===== config.mk =====
export PLATFORM = sky130hd
export DESIGN_NAME = jesd_tx_link
export DESIGN_NICKNAME = d
export VERILOG_FILES = /design/src/rtl/jesd_tx_pkg.sv /design/src/rtl/jesd_tx_ilas_gen.sv /design/src/rtl/jesd_tx_link.sv
export SDC_FILE = /design/constraint.sdc
export NUM_CORES = 1
export LEC_CHECK = 0
export CAP_MARGIN = 5
export CORE_UTILIZATION = 28
export CTS_CLUSTER_DIAMETER = 120
export CTS_CLUSTER_SIZE = 25
export DETAILED_ROUTE_END_ITERATION = 6
export GPL_TIMING_DRIVEN = 0
export PLACE_DENSITY_LB_ADDON = 0.25
export SLEW_MARGIN = 30
export SYNTH_ARGS = -nofsm -noshare
export SYNTH_HDL_FRONTEND = slang
export SYNTH_SLANG_ARGS = --single-unit

===== constraint.sdc =====
create_clock -name clk -period 3.6 [get_ports clk]
set_input_delay 0.72 -clock clk [delete_from_list [all_inputs] [get_ports clk]]
set_output_delay 0.72 -clock clk [all_outputs]
set_load 0.05 [all_outputs]

===== src/rtl/jesd_tx_pkg.sv =====
// Shared types and constants for the JESD204B single-lane transmit link.
// Imported by the link sequencer and its ILAS lookup.
package jesd_tx_pkg;

  typedef enum logic [1:0] {
    CGS  = 2'd0,
    ILAS = 2'd1,
    DATA = 2'd2
  } state_t;

  localparam logic [7:0] K28_5 = 8'hBC;
  localparam logic [7:0] K28_0 = 8'h1C;
  localparam logic [7:0] K28_3 = 8'h7C;
  localparam logic [7:0] K28_4 = 8'h9C;

  localparam int ILAS_MF    = 4;
  localparam int CFG_OCTETS = 14;

endpackage


===== src/rtl/jesd_tx_ilas_gen.sv =====
// ILAS octet lookup: (multiframe, position, link config) -> (octet, k).
// Purely combinational; the caller feeds next-cycle mf/position.
import jesd_tx_pkg::*;

module jesd_tx_ilas_gen #(
  parameter int K = 32
) (
  input  logic [1:0]              i_mf,
  input  logic [4:0]              i_p,
  input  logic [8*CFG_OCTETS-1:0] i_cfg,
  output logic [7:0]              o_octet,
  output logic                    o_k
);

  logic [6:0] w_off;
  logic       w_cfg;
  logic       w_q;

  assign w_off = {i_p[3:0] - 4'd2, 3'b000};
  assign w_q   = (i_mf == 2'd1) && (i_p == 5'd1);
  assign w_cfg = (i_mf == 2'd1)
              && (i_p >= 5'd2)
              && (i_p <= 5'd15);

  always_comb begin
    o_octet = {3'b000, i_p};
    o_k     = 1'b0;
    unique case (1'b1)
      (i_p == 5'd0): begin
        o_octet = K28_0;
        o_k     = 1'b1;
      end
      (i_p == 5'(K-1)): begin
        o_octet = K28_3;
        o_k     = 1'b1;
      end
      w_q: begin
        o_octet = K28_4;
        o_k     = 1'b1;
      end
      w_cfg: begin
        o_octet = i_cfg[w_off +: 8];
      end
      default: ;
    endcase
  end

endmodule


===== src/rtl/jesd_tx_link.sv =====
// JESD204B single-lane transmit link sequencer (CGS -> ILAS -> DATA).
// Outputs are computed from the next state and registered.
import jesd_tx_pkg::*;

module jesd_tx_link #(
  parameter int K          = 32,
  parameter int RESYNC_CYC = 4
) (
  input  logic                    clk,
  input  logic                    rst_n,
  input  logic                    sync_n,
  input  logic [8*CFG_OCTETS-1:0] cfg_octets,
  input  logic                    upstream_val,
  output logic                    upstream_rdy,
  input  logic [7:0]              upstream_dat,
  output logic [7:0]              tx_dat,
  output logic                    tx_k,
  output logic                    lmfc_pulse,
  output logic                    link_up,
  output logic                    underflow,
  input  logic                    underflow_clr
);

  localparam int LW = $clog2(RESYNC_CYC);
  localparam logic [4:0]    LMFC_LAST = 5'(K-1);
  localparam logic [LW-1:0] LOW_MAX   = LW'(RESYNC_CYC-1);
  localparam logic [1:0]    MF_LAST   = 2'(ILAS_MF-1);

  state_t        r_state;
  state_t        w_next;
  logic [4:0]    r_lmfc;
  logic [4:0]    w_lmfc_nxt;
  logic [1:0]    r_mf;
  logic [1:0]    w_mf_nxt;
  logic [LW-1:0] r_low;
  logic          w_lmfc_end;
  logic          w_resync;
  logic [7:0]    w_ilas_dat;
  logic          w_ilas_k;
  logic [7:0]    w_dat_nxt;
  logic          w_k_nxt;

  assign w_lmfc_end = (r_lmfc == LMFC_LAST);
  assign w_lmfc_nxt = w_lmfc_end ? 5'd0 : r_lmfc + 5'd1;

  // Only a sustained low SYNC~ restarts; short pulses are error reports.
  assign w_resync = (r_state != CGS)
                 && !sync_n
                 && (r_low == LOW_MAX);

  assign lmfc_pulse = (r_lmfc == 5'd0);
  assign link_up    = (r_state == DATA);

  always_ff @(posedge clk or negedge rst_n) begin
    if (!rst_n) begin
      r_state <= CGS;
    end else begin
      r_state <= w_next;
    end
  end

  always_comb begin
    w_next = r_state;
    unique case (r_state)
      CGS: begin
        if (sync_n && w_lmfc_end) w_next = ILAS;
      end
      ILAS: begin
        if (w_resync) w_next = CGS;
        else if ((r_mf == MF_LAST) && w_lmfc_end) w_next = DATA;
      end
      DATA: begin
        if (w_resync) w_next = CGS;
      end
      default: w_next = CGS;
    endcase
  end

  always_comb begin
    if ((r_state == ILAS) && (w_next == ILAS) && w_lmfc_end) begin
      w_mf_nxt = r_mf + 2'd1;
    end else if (w_next == ILAS) begin
      w_mf_nxt = r_mf;
    end else begin
      w_mf_nxt = 2'd0;
    end
  end

  jesd_tx_ilas_gen #(
    .K(K)
  ) u_ilas (
    .i_mf   (w_mf_nxt),
    .i_p    (w_lmfc_nxt),
    .i_cfg  (cfg_octets),
    .o_octet(w_ilas_dat),
    .o_k    (w_ilas_k)
  );

  always_comb begin
    upstream_rdy = (w_next == DATA);
    w_dat_nxt    = K28_5;
    w_k_nxt      = 1'b1;
    unique case (w_next)
      ILAS: begin
        w_dat_nxt = w_ilas_dat;
        w_k_nxt   = w_ilas_k;
      end
      DATA: begin
        w_dat_nxt = upstream_val ? upstream_dat : 8'h00;
        w_k_nxt   = 1'b0;
      end
      default: ;
    endcase
  end

  always_ff @(posedge clk or negedge rst_n) begin
    if (!rst_n) begin
      r_lmfc <= 5'd0;
      r_mf   <= 2'd0;
      r_low  <= '0;
    end else begin
      r_lmfc <= w_lmfc_nxt;
      r_mf   <= w_mf_nxt;
      if (sync_n) r_low <= '0;
      else if (r_low != LOW_MAX) r_low <= r_low + 1'b1;
    end
  end

  always_ff @(posedge clk or negedge rst_n) begin
    if (!rst_n) begin
      tx_dat    <= K28_5;
      tx_k      <= 1'b1;
      underflow <= 1'b0;
    end else begin
      tx_dat <= w_dat_nxt;
      tx_k   <= w_k_nxt;
      if (upstream_rdy && !upstream_val) underflow <= 1'b1;
      else if (underflow_clr) underflow <= 1'b0;
    end
  end

endmodule


==> results by group <==
Outcome
  – Outcome: finished clean

Finish
  – Design Area, Final: a little under 4000 um^2
  – Fraction of layout cells with a size suffix above 1: between 10% and 20%
  – Final net count: 499
  – Area grow syn2layout: 67.0%
  – Antenna cell count: 0
  – Finished Layout Cells: around 460
  – Final core utilization: between 40% and 50%

Power
  – Power Total: 0.000590 W
  – Pwr Density: roughly 150 nW/um^2
  – Leak pwr: 1.44 nW
  – Max IR drop VDD: roughly 0.10 mV

Setup path
  – WP data required: 3800 ps
  – Startpoint types: flip-flop
  – Setup CP Type: reg2reg
  – Reg-to-reg critical path startpoint: r_lmfc[0]$_DFF_PN0_
  – CP most frequent cell: ha_1
  – Crit. End Element: flip-flop
  – Worst path max stage delay: around 470 ps
  – Crit Path Max Fanout: 9
  – Critical Path, Cell by Cell: ha_2 > and3_2 > ha_1 > buf_6 > and3_1 > or3_1 > inv_1 > ha_1 > buf_2 > nand2_1 > nor4b_2 > o32ai_1 > o21a_1 > o21ai_0 > nand4b_1
  – Critical Path Slowest Stage Cell: dfrtp_2
  – WP data arrival: 3620 ps
  – Setup crit start: r_lmfc[0]$_DFF_PN0_
  – Worst R2R Path Depth: 15

Logic synthesis
  – Synthesized instance count: ~220
  – Warnings from Yosys: 0
  – Yosys cell types: between 50 and 60
  – Post-synth design cell area: 2320 um^2
  – Avg Inst Size Synth: between 10 and 15 um^2
  – Count of flip-flops with a built-in enable after synthesis: 0
  – Seq cells post-synth: 21
  – Async SR Flop Fraction: 100%
  – Post-synthesis sequential area ratio: a little under a quarter
  – Syn_nets: around 360
  – Synth Flop Type: dfrtp_1

Clocking
  – # H-tree levels: 1
  – Clock root cell: clkbuf_8
  – Total CTS buffers: 3
  – CTS Buffer Depth: 2
  – Clock-pin slew on the worst setup and hold paths: 80 ps
  – CTS tree: yes
  – Clock latency on the worst-skew pair: around 270 ps
  – Sinks on the clock net: 21
  – Postcts setup bufs: 0

Die
  – Core footprint: a little under 8000 um^2
  – Die Wd: ~93 um
  – Initial Util: between 20% and 30%
  – Row Count: 32
  – Die Y: slightly above 90 um
  – DIE AREA: a little under 9000 um^2
  – I/O pin count: 138

Timing
  – Fmax: approximately 0.29 GHz
  – # setup viols final: 0
  – Final Skew: 3.22 ps
  – Final hold violations: 0
  – Slew @ Worst Pin: between 600 and 700 ps
  – Slew margin rel.: roughly 58%
  – Final worst path period need: about 3400 ps
  – Fin crit share: between 90% and 100%
  – Final Slew Violations: 0
  – Setup ws final: around 180 ps

Global route
  – Gr ovfl total: 0
  – Vias in the first global route: between 2,000 and 3,000
  – First-pass GRT wire length: 12.1 mm
  – Antenna violations before repair: 0
  – Largest net degree at the start of global routing: 22
  – Total track usage: 18.0%

Drt
  – Final WL: ~7.6 mm
  – Wire per inst: 16.3 um
  – Antenna-violating nets left: 0
  – Via density: 4.98
  – Vias: 2,312
  – Pre-antenna DRT Iters: 4
  – Drt first-iter violations: 50
  – DRC: 0

Placement
  – PortBufs: 137
  – Placed cell count: 460
  – DP Worst Slack: about 5.4 ps
  – Post-DP HPWL: 6.46 mm
  – DP Area: 3810 um^2
  – Final RePlAce weighted congestion: approximately 0.80

Hold path
  – Hold WC Path Type: in2async

Job
  – Max Cap Viol: 0
[metal layers]
| metal | global-route usage (%) | vias to the layer above | routed length, um |
|---|---|---|---|
| met2 | 32.4 | 94 | 3820 |
| met4 | 4.10 | 0 | 100 |
| met3 | 5.69 | 9 | 705 |
| li1 | - | 1131 | - |
| met1 | 20.8 | 1078 | 2940 |
| met5 | 0 | - | 0 |
[worst paths after layout]
kind / to / slack, ps
min in group clk: underflow$_DFFE_PN0P_ / 520
worst min register to register: underflow$_DFFE_PN0P_ / 520
worst min-delay path: r_lmfc[3]$_DFF_PN0_ / 410
worst max-delay path: tx_dat[2]$_DFF_PN1_ / 180
max in group asynchronous: r_lmfc[0]$_DFF_PN0_ / 2830
worst max register to register: tx_dat[2]$_DFF_PN1_ / 180
[cell usage after synthesis, types with 4 or more instances]
library cell  number  area [um^2]
nand3_1            6         30.0
o21ai_0           10         50.1
dfrtp_1           15          375
o211ai_1           5         37.5
buf_6              4         45.0
ha_1              11          138
nand2_1           19         71.3
buf_2              4         20.0
clkbuf_1           4         15.0
mux2i_1           16          160
mux4_2            20          450
dfstp_2            6          158
nor3_1             9         45.0
a21oi_1            7         35.0
nor2_1             9         33.8
mux2_2             6         67.6
inv_1             11         41.3
[layout make-up]
type                            instances  area [um^2]
Clock buffer                            3         41.3
Clock inverter                          1         5.00
Buffer                                 13         96.3
Fill cell                             748         3980
Sequential cell                        21          534
Multi-Input combinational cell        174         1650
Timing Repair Buffer                  137         1360
Tap cell                              102          128
Inverter                               13         51.3
[cells by family (layout without fill, tap and decap cells)]
kind of cell             after synthesis  count (layout)  synth area share [%]
AND/OR/NAND/NOR                       70              70                  16.3
multiplexers                          45              45                  32.5
AO/OA/AOI/OAI                         43              43                  12.5
buffers and inverters                 26             167                  6.32
flip-flops                            21              21                  23.0
adder cells (fa/ha/maj)               11              11                  5.94
XOR/XNOR                               5               5                  3.51
[worst max-delay path, delay by kind of cell (launching register included)]
family | cells | cell delay (ps)
flip-flops | 1 | 470
AND/OR/NAND/NOR | 6 | 1350
AO/OA/AOI/OAI | 3 | 550
adder cells (fa/ha/maj) | 3 | 560
buffers and inverters | 3 | 420
[placed cells by master (no fill, tap or decap), types with 7 or more instances in the layout]
cell / synthesis / routed
dfrtp_1: 15 / 14
nand2_1: 19 / 19
a21oi_1: 7 / 7
clkdlybuf4s50_1: 0 / 135
inv_1: 11 / 11
mux2i_1: 16 / 16
mux4_2: 20 / 20
o21ai_0: 10 / 10
ha_1: 11 / 10
nor3_1: 9 / 9
nor2_1: 9 / 9
[what timing repair did]
action,CTS,global route
hold buffers,0,0
resized for setup,2,6
setup endpoints to repair,2,6
gates cloned,0,0
[registers in the layout (all words and copies together), names as in the netlist]
| register | flops |
|---|---|
| r_low | 2 |
| r_lmfc | 5 |
| tx_dat | 8 |
| underflow | 1 |
| r_mf | 2 |
| r_state | 2 |
| tx_k | 1 |
[through the flow]
step                setup TNS [ps]  hold slack [ps]
CTS                              0              426
global route                 -3.78              443
detailed placement               0              518
finish                           0              409
global placement                 0              510
floorplan                        0              424
[report_power, final]
part	total [W]	internal (W)	switching, W
logic	0.000185	0.000145	0.0000403
registers	0.000244	0.000241	0.00000294
clock network	0.000161	0.0000773	0.0000837
Note: power is estimated with default switching activity, not from simulation.
